**config.mk**
```make
export PLATFORM = sky130hd
export DESIGN_NAME = frame_mem_arbiter_flat
export DESIGN_NICKNAME = d
export VERILOG_FILES = /design/src/rtl/frame_mem_arbiter_if.sv /design/src/rtl/frame_mem_arbiter.sv /design/src/flat_wrapper.sv
export SDC_FILE = /design/constraint.sdc
export NUM_CORES = 1
export LEC_CHECK = 0
export ABC_AREA = 1
export BUFFER_PORTS_ARGS = -buffer_cell sky130_fd_sc_hd__clkbuf_2
export CAP_MARGIN = 20
export CELL_PAD_IN_SITES_DETAIL_PLACEMENT = 1
export CELL_PAD_IN_SITES_GLOBAL_PLACEMENT = 1
export CORE_ASPECT_RATIO = 0.6
export CORE_MARGIN = 1.5
export CORE_UTILIZATION = 36
export DETAILED_ROUTE_END_ITERATION = 6
export PLACE_DENSITY = 0.83
export SYNTH_ARGS = -nofsm -noshare
export SYNTH_HDL_FRONTEND = slang
export SYNTH_SLANG_ARGS = --single-unit
```
**constraint.sdc**
```tcl
create_clock -name clk -period 2.2 [get_ports clk]
set_clock_uncertainty 0.15 [all_clocks]
set_input_delay 0.33 -clock clk [delete_from_list [all_inputs] [get_ports clk]]
set_output_delay 0.33 -clock clk [all_outputs]
set_load 0.02 [all_outputs]
```
**src/rtl/frame_mem_arbiter_if.sv**
```systemverilog
// rtl/frame_mem_arbiter_if.sv - display/host/RAM bus bundle for frame_mem_arbiter
// Purpose: groups the display pixel-fetch port, the host load/readback port and
// the frame RAM port. The arbiter connects through the slave modport; the
// requesters and the RAM (or a bench standing in for them) use master.
//   disp_*  : display coordinate request and pixel response
//   host_*  : host single-beat read/write with ack and read-data pulse
//   ram_*   : registered single-port RAM address/write, 1-cycle read data
interface frame_mem_arbiter_if #(
  parameter int IMG_WIDTH  = 160,
  parameter int IMG_HEIGHT = 120,
  parameter int DATA_WIDTH = 8,
  parameter int ADDR_WIDTH = $clog2(IMG_WIDTH * IMG_HEIGHT)
);
  localparam int XW = $clog2(IMG_WIDTH);
  localparam int YW = $clog2(IMG_HEIGHT);

  logic                  disp_req;
  logic [XW-1:0]         disp_x;
  logic [YW-1:0]         disp_y;
  logic [DATA_WIDTH-1:0] disp_data;
  logic                  disp_valid;
  logic                  disp_stale;

  logic                  host_req;
  logic                  host_we;
  logic [ADDR_WIDTH-1:0] host_addr;
  logic [DATA_WIDTH-1:0] host_wdata;
  logic                  host_ack;
  logic [DATA_WIDTH-1:0] host_rdata;
  logic                  host_rvalid;

  logic [ADDR_WIDTH-1:0] ram_addr;
  logic                  ram_we;
  logic [DATA_WIDTH-1:0] ram_wdata;
  logic [DATA_WIDTH-1:0] ram_rdata;

  modport slave (
    input  disp_req, disp_x, disp_y,
    output disp_data, disp_valid, disp_stale,
    input  host_req, host_we, host_addr, host_wdata,
    output host_ack, host_rdata, host_rvalid,
    output ram_addr, ram_we, ram_wdata,
    input  ram_rdata
  );

  modport master (
    output disp_req, disp_x, disp_y,
    input  disp_data, disp_valid, disp_stale,
    output host_req, host_we, host_addr, host_wdata,
    input  host_ack, host_rdata, host_rvalid,
    input  ram_addr, ram_we, ram_wdata,
    output ram_rdata
  );
endinterface

```
**src/rtl/frame_mem_arbiter.sv**
```systemverilog
// rtl/frame_mem_arbiter.sv - frame RAM arbiter between display fetch and host port
// Purpose: one RAM slot per cycle. Display wins unless the host has waited
// MAX_WAIT-1 denied cycles, in which case the host is forced through and the
// display slot answers with a stale (repeated) pixel. Every display request
// gets a response exactly two edges after its sampling edge; host reads return
// on the same schedule.
// Ports:
//   clk    : system clock
//   reset  : asynchronous, active-high; clears outputs, wait counter and the
//            response pipeline
//   bus    : frame_mem_arbiter_if.slave (display, host and RAM signals)
module frame_mem_arbiter #(
  parameter int IMG_WIDTH  = 160,
  parameter int IMG_HEIGHT = 120,
  parameter int DATA_WIDTH = 8,
  parameter int ADDR_WIDTH = $clog2(IMG_WIDTH * IMG_HEIGHT),
  parameter int MAX_WAIT   = 8
) (
  input logic                 clk,
  input logic                 reset,
  frame_mem_arbiter_if.slave  bus
);
  localparam int WW = (MAX_WAIT > 2) ? $clog2(MAX_WAIT) : 1;
  localparam logic [WW-1:0] WAIT_LIMIT = WW'(MAX_WAIT - 1);

  // What a display slot will return once it reaches the output stage.
  typedef enum logic [1:0] {
    SLOT_NONE,
    SLOT_RAM,
    SLOT_ZERO,
    SLOT_STALE
  } slot_e;

  logic [ADDR_WIDTH-1:0] disp_addr;
  logic                  disp_in_range;
  logic                  host_ok;
  logic                  forced;
  logic                  disp_grant;
  logic                  host_grant;

  logic [WW-1:0]         wait_cnt_q,    wait_cnt_d;
  logic                  host_ack_q,    host_ack_d;
  logic [ADDR_WIDTH-1:0] ram_addr_q,    ram_addr_d;
  logic                  ram_we_q,      ram_we_d;
  logic [DATA_WIDTH-1:0] ram_wdata_q,   ram_wdata_d;
  slot_e                 slot1_q,       slot1_d;
  slot_e                 slot2_q,       slot2_d;
  logic                  hrd1_q,        hrd1_d;
  logic                  hrd2_q,        hrd2_d;
  logic [DATA_WIDTH-1:0] disp_data_q,   disp_data_d;
  logic                  disp_valid_q,  disp_valid_d;
  logic                  disp_stale_q,  disp_stale_d;
  logic [DATA_WIDTH-1:0] host_rdata_q,  host_rdata_d;
  logic                  host_rvalid_q, host_rvalid_d;

  always_comb begin
    disp_addr     = ADDR_WIDTH'(bus.disp_y) * ADDR_WIDTH'(IMG_WIDTH)
                  + ADDR_WIDTH'(bus.disp_x);
    disp_in_range = (int'(bus.disp_x) < IMG_WIDTH) && (int'(bus.disp_y) < IMG_HEIGHT);

    // A request presented in the ack cycle is a new transaction and only
    // competes from the next cycle on.
    host_ok    = bus.host_req && !host_ack_q;
    forced     = host_ok && (wait_cnt_q == WAIT_LIMIT);
    disp_grant = bus.disp_req && disp_in_range && !forced;
    host_grant = host_ok && !disp_grant;

    wait_cnt_d = wait_cnt_q;
    if (!bus.host_req || host_grant) begin
      wait_cnt_d = '0;
    end else if (!host_ack_q && (wait_cnt_q != WAIT_LIMIT)) begin
      wait_cnt_d = wait_cnt_q + 1'b1;
    end

    ram_addr_d  = ram_addr_q;
    ram_we_d    = 1'b0;
    ram_wdata_d = ram_wdata_q;
    if (disp_grant) begin
      ram_addr_d = disp_addr;
    end else if (host_grant) begin
      ram_addr_d = bus.host_addr;
      ram_we_d   = bus.host_we;
      if (bus.host_we) begin
        ram_wdata_d = bus.host_wdata;
      end
    end
    host_ack_d = host_grant;

    if (!bus.disp_req) begin
      slot1_d = SLOT_NONE;
    end else if (!disp_in_range) begin
      slot1_d = SLOT_ZERO;
    end else if (disp_grant) begin
      slot1_d = SLOT_RAM;
    end else begin
      slot1_d = SLOT_STALE;
    end
    hrd1_d = host_grant && !bus.host_we;

    // Stage 2 just waits out the RAM read latency.
    slot2_d = slot1_q;
    hrd2_d  = hrd1_q;

    disp_valid_d = (slot2_q != SLOT_NONE);
    disp_stale_d = (slot2_q == SLOT_STALE);
    case (slot2_q)
      SLOT_RAM:  disp_data_d = bus.ram_rdata;
      SLOT_ZERO: disp_data_d = '0;
      default:   disp_data_d = disp_data_q;
    endcase

    host_rvalid_d = hrd2_q;
    host_rdata_d  = hrd2_q ? bus.ram_rdata : host_rdata_q;
  end

  always_ff @(posedge clk or posedge reset) begin
    if (reset) begin
      wait_cnt_q    <= '0;
      host_ack_q    <= 1'b0;
      ram_addr_q    <= '0;
      ram_we_q      <= 1'b0;
      ram_wdata_q   <= '0;
      slot1_q       <= SLOT_NONE;
      slot2_q       <= SLOT_NONE;
      hrd1_q        <= 1'b0;
      hrd2_q        <= 1'b0;
      disp_data_q   <= '0;
      disp_valid_q  <= 1'b0;
      disp_stale_q  <= 1'b0;
      host_rdata_q  <= '0;
      host_rvalid_q <= 1'b0;
    end else begin
      wait_cnt_q    <= wait_cnt_d;
      host_ack_q    <= host_ack_d;
      ram_addr_q    <= ram_addr_d;
      ram_we_q      <= ram_we_d;
      ram_wdata_q   <= ram_wdata_d;
      slot1_q       <= slot1_d;
      slot2_q       <= slot2_d;
      hrd1_q        <= hrd1_d;
      hrd2_q        <= hrd2_d;
      disp_data_q   <= disp_data_d;
      disp_valid_q  <= disp_valid_d;
      disp_stale_q  <= disp_stale_d;
      host_rdata_q  <= host_rdata_d;
      host_rvalid_q <= host_rvalid_d;
    end
  end

  assign bus.disp_data   = disp_data_q;
  assign bus.disp_valid  = disp_valid_q;
  assign bus.disp_stale  = disp_stale_q;
  assign bus.host_ack    = host_ack_q;
  assign bus.host_rdata  = host_rdata_q;
  assign bus.host_rvalid = host_rvalid_q;
  assign bus.ram_addr    = ram_addr_q;
  assign bus.ram_we      = ram_we_q;
  assign bus.ram_wdata   = ram_wdata_q;
endmodule

```
**src/flat_wrapper.sv**
```systemverilog
// flat-port wrapper written by rule: the top's interface ports become plain ports
module frame_mem_arbiter_flat 
#(
  parameter int IMG_WIDTH  = 160,
  parameter int IMG_HEIGHT = 120,
  parameter int DATA_WIDTH = 8,
  parameter int ADDR_WIDTH = $clog2(IMG_WIDTH * IMG_HEIGHT),
  parameter int MAX_WAIT   = 8
)
  (clk, reset, bus_disp_req, bus_disp_x, bus_disp_y, bus_disp_data, bus_disp_valid, bus_disp_stale, bus_host_req, bus_host_we, bus_host_addr, bus_host_wdata, bus_host_ack, bus_host_rdata, bus_host_rvalid, bus_ram_addr, bus_ram_we, bus_ram_wdata, bus_ram_rdata);
  frame_mem_arbiter_if #(.IMG_WIDTH(IMG_WIDTH), .IMG_HEIGHT(IMG_HEIGHT), .DATA_WIDTH(DATA_WIDTH), .ADDR_WIDTH(ADDR_WIDTH)) bus_i ();
  input logic clk;
  input logic reset;
  input wire logic [$bits(bus_i.disp_req)-1:0] bus_disp_req;
  input wire logic [$bits(bus_i.disp_x)-1:0] bus_disp_x;
  input wire logic [$bits(bus_i.disp_y)-1:0] bus_disp_y;
  output wire logic [$bits(bus_i.disp_data)-1:0] bus_disp_data;
  output wire logic [$bits(bus_i.disp_valid)-1:0] bus_disp_valid;
  output wire logic [$bits(bus_i.disp_stale)-1:0] bus_disp_stale;
  input wire logic [$bits(bus_i.host_req)-1:0] bus_host_req;
  input wire logic [$bits(bus_i.host_we)-1:0] bus_host_we;
  input wire logic [$bits(bus_i.host_addr)-1:0] bus_host_addr;
  input wire logic [$bits(bus_i.host_wdata)-1:0] bus_host_wdata;
  output wire logic [$bits(bus_i.host_ack)-1:0] bus_host_ack;
  output wire logic [$bits(bus_i.host_rdata)-1:0] bus_host_rdata;
  output wire logic [$bits(bus_i.host_rvalid)-1:0] bus_host_rvalid;
  output wire logic [$bits(bus_i.ram_addr)-1:0] bus_ram_addr;
  output wire logic [$bits(bus_i.ram_we)-1:0] bus_ram_we;
  output wire logic [$bits(bus_i.ram_wdata)-1:0] bus_ram_wdata;
  input wire logic [$bits(bus_i.ram_rdata)-1:0] bus_ram_rdata;
  assign bus_i.disp_req = bus_disp_req;
  assign bus_i.disp_x = bus_disp_x;
  assign bus_i.disp_y = bus_disp_y;
  assign bus_disp_data = bus_i.disp_data;
  assign bus_disp_valid = bus_i.disp_valid;
  assign bus_disp_stale = bus_i.disp_stale;
  assign bus_i.host_req = bus_host_req;
  assign bus_i.host_we = bus_host_we;
  assign bus_i.host_addr = bus_host_addr;
  assign bus_i.host_wdata = bus_host_wdata;
  assign bus_host_ack = bus_i.host_ack;
  assign bus_host_rdata = bus_i.host_rdata;
  assign bus_host_rvalid = bus_i.host_rvalid;
  assign bus_ram_addr = bus_i.ram_addr;
  assign bus_ram_we = bus_i.ram_we;
  assign bus_ram_wdata = bus_i.ram_wdata;
  assign bus_i.ram_rdata = bus_ram_rdata;
  frame_mem_arbiter #(.IMG_WIDTH(IMG_WIDTH), .IMG_HEIGHT(IMG_HEIGHT), .DATA_WIDTH(DATA_WIDTH), .ADDR_WIDTH(ADDR_WIDTH), .MAX_WAIT(MAX_WAIT)) u_core (.clk(clk), .reset(reset), .bus(bus_i));
endmodule
```
==> impl_metrics.yaml, run 1 <==
clocking:
  cts_buffers: 5
  clock_path_buffers: 2
  cts_max_level: 2
  tritoncts: "built"
  path_clk_slew_ns: 0.07
  clk_root_buffer_cell: "clkbuf_16"
  insertion_delay_ns: 0.29
  clock-sinks: 53
synthesis:
  synth_ff_type: "dfrtp_1"
  synthCells: 318
  syn_avg_cell_area_sq_um: 8.62
  syn-num-nets: 389
  syn_area_sq_um: 2740
  yosysWarnings: 0
  synthDistinctLibCells: 31
  synth_edf_count: 0
  async_reset_ff_frac: 1.00
  synth.ff_latch_count: 53
  yosysSeqAreaShare: 0.484
place:
  gp_congestion: 0.827
  port_buffers: 94
  dp_hpwl_mm: 6.20
  post-place-ws_ns: -0.304
power_and_ir_drop:
  power_density_nw_per_um2: 788
  ir_drop_v: 0.000304
  power.share.sequential: 0.425
  combPwrFrac: 0.318
  p_total_mw: 2.89
  p_sw_frac: 0.351
  pwr-share-clk: 0.257
  leakagePower_nw: 2.04
  switchingPower_mw: 1.02
  internal_power_mw: 1.87
global_route:
  gr-total-overflow: 0
  grt_max_degree: 34
  grt_pass1_wl_mm: 13.1
  antenna_found_initial: 0
  grtUsageTotal: 0.207
  grt_pass1_vias: 2754
sta:
  setup_tns_ns: 0
  maxSlewViolCount: 0
  worst_pin_slew_ns: 0.509
  period_share: 0.961
  slew_headroom: 0.660
  setup_viol: 0
  fin_ws_ns: 0.0859
  final.min_clock_period_ns: 2.11
  rsz0062_at_grt: "true"
  hold_viol_final: 0
  max_clock_freq_mhz: 473
worst_hold_path:
  holdPathStages: 3
  hp-class: "input pin to flip-flop"
  worstHoldEndpoint: "u_core.bus.ram_wdata[3]"
  holdCritStartpoint: "bus_host_wdata[3]"
setup_path:
  crit_path_max_fanout: 4
  start_kind: "input pin"
  reg2reg_to: "u_core.bus.ram_addr[12]"
  r2r_cells: 8
  crit_buf_inv: 2
  cp_common_cell: "nand2_1"
  critPathCaptureType: "flip-flop"
  critical_path_class: "input pin to flip-flop"
  cp.required_ns: 2.23
  cp_slowest_cell: "fa_2"
  crit_arrival_ns: 2.14
  critical_path.top_delay_family: "simple AND/OR/NAND/NOR gates"
  r2r_setup_slack_ns: 0.42
  cpPeakStageDelay_ns: 0.38
  crit_start: "bus_disp_y[3]"
  path_cells: "clkbuf_2 -> ha_4 -> ha_4 -> inv_2 -> fa_2 -> nand3b_1 -> nand2_1 -> nand2_2 -> nand2_4 -> nand3_2 -> nand2_1 -> nand3_1 -> nand2_1 -> nand2_1"
  r2r_start: "u_core.bus.host_ack"
drt:
  drtPass1Iterations: 4
  ant_nets: 0
  post_drt_wl_per_cell_microns: 14.5
  drt-initial-drc-count: 85
  viasPerCell: 4.73
  routed_wl_mm: 7.75
  num_vias: 2532
  drc: 0
final_layout:
  n_antenna_cell: 0
  final_cell_mix: "nand2_1 (98), clkbuf_2 (94), dfrtp_1 (53), inv_1 (38), nand3_1 (38)"
  final_common_cell: "nand2_1"
  seqCellArea_sq_um: 1330
  drive_above_1_share: 0.336
  multi_input_area_sq_um: 1280
  area_growth_pct: 33.8
  fin_util: 0.501
  fill_cells: 920
  nNetsFinal: 503
flow_run:
  cap_violations: 0
die:
  rows: 24
  die-area_sq_um: 8160
  pin_count: 95
  die_width_microns: 116
  core_sq_um: 7330
  start_util: 0.374
  die_h_microns: 70.6
outcome:
  status: "finished clean"
-- kinds of logic after synthesis --
group	share of synthesized area
and+or+nand+nor	0.263
DFF	0.484
buffers and inverters	0.0763
AOI/OAI and AO/OA	0.0584
adders and majority gates	0.0968
xor gates and xnor gates	0.00959
muxes	0.0123
-- worst max path at each step --
| stage | cells after the start | slack [ns] | endpoint |
|---|---|---|---|
| 2_1_floorplan | 12 | 0.01 | u_core.bus.ram_addr[12] |
| 3_3_place_gp | 13 | -0.17 | u_core.bus.ram_addr[12] |
| 3_5_place_dp | 13 | -0.30 | u_core.bus.ram_addr[12] |
| 4_1_cts | 13 | 0.02 | u_core.bus.ram_addr[13] |
| 5_1_grt | 14 | -0.005 | u_core.bus.ram_addr[13] |
| 6_report | 14 | 0.09 | u_core.bus.ram_addr[13] |
-- cells in the mapped netlist, types with 3 or more instances --
library cell,number,share of area
o22ai_1,5,0.011
nand3_1,39,0.071
ha_1,18,0.082
mux2_2,3,0.012
a21oi_1,10,0.018
nor2_1,16,0.022
o21ai_0,4,0.0073
nand2_1,102,0.14
inv_1,40,0.055
dfrtp_1,53,0.48
-- worst min-delay path, delay by kind of cell --
kind	cells	cell delay (ns)
buffers and inverters	1	0.07
AND/OR/NAND/NOR	2	0.08
-- power groups by stage --
stage | clock (mW) | sequential, mW | combinational [mW]
after floorplan | 0 | 1.41 | 0.365
after global placement | 0 | 1.24 | 0.860
after detailed placement | 0 | 1.25 | 0.897
after CTS | 0.771 | 1.23 | 0.902
after global routing | 0.817 | 1.25 | 1.01
final | 0.741 | 1.23 | 0.920
-- cell type report --
| class | instances | share of cell area |
|---|---|---|
| clock buffer | 5 | 0.0341 |
| timing repair buffer | 112 | 0.169 |
| multi-input combinational | 216 | 0.350 |
| sequential | 53 | 0.362 |
| inverter | 44 | 0.0478 |
| clock inverter | 1 | 0.00136 |
| tap | 104 | 0.0355 |
-- per-stage QoR --
step	std cells	hold WS, ns	cell area (sq um)
6_report	535	0.0787	3670
5_1_grt	535	0.0713	3670
4_1_cts	534	0.0754	3600
3_5_place_dp	527	0.188	3460
3_3_place_gp	527	0.182	3460
2_1_floorplan	318	0.181	2770
-- metal layers --
layer  track usage  vias up  part of all wire
met4        0.0528        0            0.0088
li1              -     1232                 -
met5             0        -                 0
met2         0.333       58              0.47
met3        0.0497        5             0.051
met1         0.285     1237              0.47
-- state kept, by name, indices dropped and copies added, names as in the netlist --
register                cells
u_core.bus.host_rvalid      1
u_core.bus.ram_we           1
u_core.bus.disp_data        8
u_core.host_rvalid_d        1
u_core.wait_cnt_q           3
u_core.bus.ram_addr        15
u_core.bus.disp_stale       1
u_core.slot2_q              2
u_core.bus.ram_wdata        8
u_core.bus.host_ack         1
u_core.bus.disp_valid       1
u_core.slot1_q              2
u_core.bus.host_rdata       8
u_core.hrd1_q               1
-- timing repair --
action,CTS,global route
buffers inserted,0,1
resized for setup,0,14
endpoints found under the hold margin,20,0
hold buffers,1,0
setup endpoints to repair,0,4
Note: power is estimated with default switching activity, not from simulation.
==> inputs of run 2 (changes only) <==
--- a/config.mk
+++ b/config.mk
@@ -5,14 +5,13 @@
 export SDC_FILE = /design/constraint.sdc
 export NUM_CORES = 1
 export LEC_CHECK = 0
-export ABC_AREA = 1
 export BUFFER_PORTS_ARGS = -buffer_cell sky130_fd_sc_hd__clkbuf_2
 export CAP_MARGIN = 20
 export CELL_PAD_IN_SITES_DETAIL_PLACEMENT = 1
 export CELL_PAD_IN_SITES_GLOBAL_PLACEMENT = 1
 export CORE_ASPECT_RATIO = 0.6
 export CORE_MARGIN = 1.5
-export CORE_UTILIZATION = 36
+export CORE_UTILIZATION = 37
 export DETAILED_ROUTE_END_ITERATION = 6
 export PLACE_DENSITY = 0.83
 export SYNTH_ARGS = -nofsm -noshare
==> run 2 against run 1 <==
Net effect:
- the flow now finishes with violations (negative setup slack)
- synthesized cell count shrank 29%
- hold slack lost 0.0025 ns
- via count shrank 15%
- utilization grew 4.4 points
- die area shrank 9.0%
- sequential share of layout area grew 0.32 points
- routed wire length shrank 0.28%
- combinational power grew 9%
- non-clock buffer count grew 7
- setup slack lost 0.12 ns
- flip-flop and latch count is the same
==> impl_metrics.yaml, run 2 <==
outcome:
  status: "finished, violations left"
  violations: "negative setup slack"
global_route:
  grtUsageTotal: 0.214
  antenna_found_initial: 0
  grt_pass1_vias: 2411
  grt_max_degree: 23
  grt_pass1_wl_mm: 11.8
  gr-total-overflow: 0
final_layout:
  fill_cells: 769
  final_area_sq_um: 3630
  seqCellArea_sq_um: 1330
  largest_reg_flops: 15
  area_growth_pct: 42.3
  n_antenna_cell: 0
  nNetsFinal: 417
  multi_input_area_sq_um: 1250
  final_cell_mix: "clkbuf_2 (92), dfrtp_1 (53), nand2_1 (28), buf_4 (23), inv_1 (17)"
  drive_above_1_share: 0.481
  final_common_cell: "clkbuf_2"
  final_cells: 434
sta:
  final.min_clock_period_ns: 2.23
  slew_headroom: 0.574
  fin_ws_ns: -0.0300
  hold_viol_final: 0
  rsz0062_at_grt: "true"
  worst_pin_slew_ns: 0.636
  period_share: 1.01
  whs_ns: 0.0762
  max_clock_freq_mhz: 448
  setup_viol: 2
  maxSlewViolCount: 0
place:
  port_buffers: 94
  post-place-ws_ns: -0.352
  post-place-cells: 424
  place_area_sq_um: 3360
  dp_hpwl_mm: 5.97
  gp_congestion: 0.860
synthesis:
  syn_avg_cell_area_sq_um: 11.3
  yosysMostFrequentCell: "dfrtp_1"
  async_reset_ff_frac: 1.00
  synthCells: 226
  syn-num-nets: 297
  yosysSeqAreaShare: 0.519
  synth_area_leader_cell: "dfrtp_1"
  syn_area_sq_um: 2550
  synth_edf_count: 0
  yosysWarnings: 0
  synth.ff_latch_count: 53
  synthDistinctLibCells: 40
  synth_ff_type: "dfrtp_1"
  synth_top_area_share: 0.519
  yosys-top-cells-area: "dfrtp_1 (52%), ha_1 (8.8%), mux2_2 (7.1%), nand2_1 (4.1%), inv_1 (2.8%)"
  synthTopCellsByCount: "dfrtp_1 (53), nand2_1 (28), inv_1 (19), ha_1 (18), mux2_2 (16)"
drt:
  drt-initial-drc-count: 45
  viasPerCell: 4.97
  ant_nets: 0
  drtPass1Iterations: 4
  routed_wl_mm: 7.73
  drc: 0
  post_drt_wl_per_cell_microns: 17.8
  num_vias: 2157
clocking:
  clk_root_buffer_cell: "clkbuf_16"
  clock-sinks: 53
  cts_buffers: 5
  tritoncts: "built"
  clock_path_buffers: 2
  insertion_delay_ns: 0.29
  path_clk_slew_ns: 0.06
  cts_max_level: 2
power_and_ir_drop:
  power_density_nw_per_um2: 860
  leakagePower_nw: 1.86
  p_total_mw: 3.13
  ir_drop_v: 0.000374
setup_path:
  critical_path_class: "input pin to flip-flop"
  crit_arrival_ns: 2.25
  start_kind: "input pin"
  crit_path_max_fanout: 3
  critPathCaptureType: "flip-flop"
  cp.required_ns: 2.22
die:
  die-area_sq_um: 7430
  core_sq_um: 6680
  die_width_microns: 110
  start_util: 0.383
  rows: 23
  die_h_microns: 67.4
  pin_count: 95
worst_hold_path:
  hp-class: "input pin to flip-flop"
flow_run:
  cap_violations: 0
==> run 2: final timing paths <==
check	endpoint	start	slack [ns]	cells past startpoint
max in group asynchronous	u_core.bus.host_rdata[2]	reset	0.85	4
min in group asynchronous	u_core.bus.ram_wdata[3]	reset	0.44	3
min reg2reg	u_core.slot2_q[1]	u_core.slot1_q[1]	0.21	0
max reg2reg	u_core.bus.ram_wdata[3]	u_core.wait_cnt_q[0]	0.11	5
min	u_core.hrd1_q	bus_host_we	0.08	2
max	u_core.bus.ram_addr[12]	bus_disp_y[3]	-0.03	9
==> run 2: per-stage QoR <==
stage	setup TNS (ns)	utilization
6_report	-0.0343	0.544
5_1_grt	-0.150	0.544
4_1_cts	-0.00162	0.543
3_5_place_dp	-1.50	0.504
3_3_place_gp	-1.19	0.504
2_1_floorplan	-0.221	-
==> run 2: layout make-up <==
class,instances,share of cell area
clock inverter,2,0.0107
clock buffer,6,0.0355
timing repair buffer,119,0.193
multi-input combinational,147,0.345
inverter,20,0.0207
tap,87,0.0299
sequential,53,0.365
==> run 2: metal layers <==
metal / GRT usage / vias to the layer above / share of wire
met5: 0 / - / 0
met4: 0.0577 / 0 / 0.011
met3: 0.0473 / 9 / 0.047
met2: 0.386 / 56 / 0.50
met1: 0.262 / 1072 / 0.44
li1: - / 1020 / -
==> run 2: cell families after synthesis <==
| kind of cell | synth area share |
|---|---|
| AOI/OAI and AO/OA | 0.130 |
| adders and majority gates | 0.104 |
| muxes | 0.0705 |
| xor gates and xnor gates | 0.0343 |
| buffers and inverters | 0.0392 |
| and+or+nand+nor | 0.103 |
| DFF | 0.519 |
==> run 2: critical path, cell delays in order <==
cell and delay, ns:
clkbuf_16 0.13, ha_4 0.27, ha_4 0.13, inv_2 0.04
fa_2 0.36, xor2_2 0.17, or4b_4 0.57, xnor2_2 0.16
o21ai_1 0.08
==> run 2: repair_timing <==
action,in CTS,in global routing
pin swaps,4,0
resized for setup,10,4
endpoints found under the hold margin,20,0
setup buffers,1,0
gates cloned,0,0
endpoints found under the setup margin,4,4
hold buffers,1,0
==> run 2: where the power goes <==
group | switching, mW | internal, mW | total (mW)
registers | 0.0988 | 1.14 | 1.24
logic | 0.575 | 0.424 | 1.00
clock network | 0.350 | 0.540 | 0.890
total | 1.02 | 2.10 | 3.13
==> inputs of run 3 (changes only) <==
--- a/config.mk
+++ b/config.mk
@@ -14,6 +14,7 @@
 export CORE_UTILIZATION = 37
 export DETAILED_ROUTE_END_ITERATION = 6
 export PLACE_DENSITY = 0.83
+export SKIP_LAST_GASP = 1
 export SYNTH_ARGS = -nofsm -noshare
 export SYNTH_HDL_FRONTEND = slang
 export SYNTH_SLANG_ARGS = --single-unit
==> run 3 against run 2 <==
Net effect:
- the flow still finishes with violations (negative setup slack)
- global-route usage unchanged
- combinational power hardly changed
- non-clock buffer count did not move
- die area unchanged
- utilization decreased by 0.056 points
- highest routed layer unchanged
- final area down 0.10%
- flip-flop and latch count unchanged
- largest power group unchanged
- clock power is essentially flat
- routed wire length is 0.54% higher
==> impl_metrics.yaml, run 3 (same netlist as run 2, synthesis figures left out) <==
outcome:
  status: "finished, violations left"
  violations: "negative setup slack"
sta:
  hold_viol_final: 0
  period_share: 1.02
  max_clock_freq_mhz: 448
  setup_tns_ns: -0.0402
  maxSlewViolCount: 0
  setup_viol: 2
  fin_ws_ns: -0.0331
  slew_headroom: 0.584
  worst_pin_slew_ns: 0.622
  rsz0062_at_grt: "true"
  final.min_clock_period_ns: 2.23
clocking:
  clock-sinks: 53
  clk_root_buffer_cell: "clkbuf_16"
  tritoncts: "built"
  insertion_delay_ns: 0.29
  cts_buffers: 5
  cts_max_level: 2
  clock_path_buffers: 2
  path_clk_slew_ns: 0.06
drt:
  post_drt_wl_per_cell_microns: 17.9
  drtPass1Iterations: 4
  num_vias: 2157
  drc: 0
  ant_nets: 0
  routed_wl_mm: 7.77
  viasPerCell: 4.97
  drt-initial-drc-count: 45
final_layout:
  drive_above_1_share: 0.478
  fill_cells: 770
  largest_reg_flops: 15
  area_growth_pct: 42.1
  final_cell_mix: "clkbuf_2 (92), dfrtp_1 (53), nand2_1 (28), buf_4 (23), inv_1 (17)"
  n_antenna_cell: 0
  final_common_cell: "clkbuf_2"
  final_area_sq_um: 3630
  nNetsFinal: 417
global_route:
  grtUsageTotal: 0.214
  gr-total-overflow: 0
  grt_pass1_vias: 2411
  grt_pass1_wl_mm: 11.8
  grt_max_degree: 23
  antenna_found_initial: 0
place:
  dp_hpwl_mm: 5.97
  gp_congestion: 0.860
  post-place-ws_ns: -0.352
  port_buffers: 94
  place_area_sq_um: 3360
power_and_ir_drop:
  p_total_mw: 3.12
  leakagePower_nw: 1.86
  power_density_nw_per_um2: 861
  ir_drop_v: 0.000373
setup_path:
  crit_path_max_fanout: 3
  critPathCaptureType: "flip-flop"
  crit_arrival_ns: 2.25
  cpPeakStageDelay_ns: 0.57
  critical_path_class: "input pin to flip-flop"
  path_cells: "clkbuf_16 -> ha_4 -> ha_4 -> inv_2 -> fa_2 -> xor2_2 -> or4b_4 -> xnor2_2 -> o21ai_1"
  cp.required_ns: 2.22
  cp_slowest_cell: "or4b_4"
  start_kind: "input pin"
  cp_common_cell: "ha_4"
die:
  die_width_microns: 110
  core_sq_um: 6680
  rows: 23
  start_util: 0.383
  die-area_sq_um: 7430
  die_h_microns: 67.4
  pin_count: 95
flow_run:
  cap_violations: 0
worst_hold_path:
  hp-class: "input pin to flip-flop"
## run 3: cell count changes in the layout (fill, tap and decap cells not counted)
cell and change:
a21oi_2 -1, a21oi_1 +1
## run 3: report_power, final
part / internal (mW) / switching, mW / leakage [nW] / total (mW)
Clock: 0.540 / 0.348 / 0.0810 / 0.888
Sequential: 1.14 / 0.0990 / 0.657 / 1.24
Combinational: 0.424 / 0.575 / 1.12 / 0.999
## run 3: worst paths after layout
| path | from | to | slack (ns) | cells after the start |
|---|---|---|---|---|
| setup / recovery | bus_disp_y[3] | u_core.bus.ram_addr[12] | -0.03 | 9 |
| hold reg to reg | u_core.slot1_q[1] | u_core.slot2_q[1] | 0.20 | 0 |
| max in group asynchronous | reset | u_core.bus.host_rdata[2] | 0.85 | 4 |
| min in group asynchronous | reset | u_core.bus.ram_wdata[3] | 0.44 | 3 |
| setup reg to reg | u_core.wait_cnt_q[0] | u_core.bus.ram_wdata[3] | 0.11 | 5 |
| hold / removal | bus_host_we | u_core.hrd1_q | 0.08 | 2 |
## run 3: final cells by class
cell class                      count  area [sq um]  area share
Clock inverter                      2          38.8      0.0107
Inverter                           20          75.1      0.0207
Multi-Input combinational cell    147          1250       0.345
Sequential cell                    53          1330       0.365
Clock buffer                        6           129      0.0355
Tap cell                           87           109      0.0300
Timing Repair Buffer              119           702       0.193
## run 3: metrics by stage
stage	util	hold slack [ns]	instances
final	0.544	0.0764	434
after floorplan	-	0.181	226
after global placement	0.504	0.183	424
after CTS	0.543	0.0724	434
after global routing	0.544	0.0829	434
after detailed placement	0.504	0.193	424
## run 3: metal layers
layer | GRT usage | vias to the layer above | routed length, microns
li1 | - | 1020 | -
met1 | 0.262 | 1074 | 3470
met2 | 0.386 | 54 | 3850
met3 | 0.0473 | 9 | 359
met4 | 0.0577 | 0 | 88
met5 | 0 | - | 0
## run 3: timing repair
item	4_1_cts	5_1_grt
gates resized for setup	10	3
pin swaps	4	0
buffers inserted	1	0
hold endpoints to repair	20	0
setup endpoints to repair	4	4
hold buffers	1	0
## run 3: worst max-delay path, delay by kind of cell
family,cells,cell delay (ns)
simple gates,1,0.57
compound gates,1,0.09
buf+inv,2,0.17
fa+ha+maj,3,0.76
xor+xnor,2,0.34
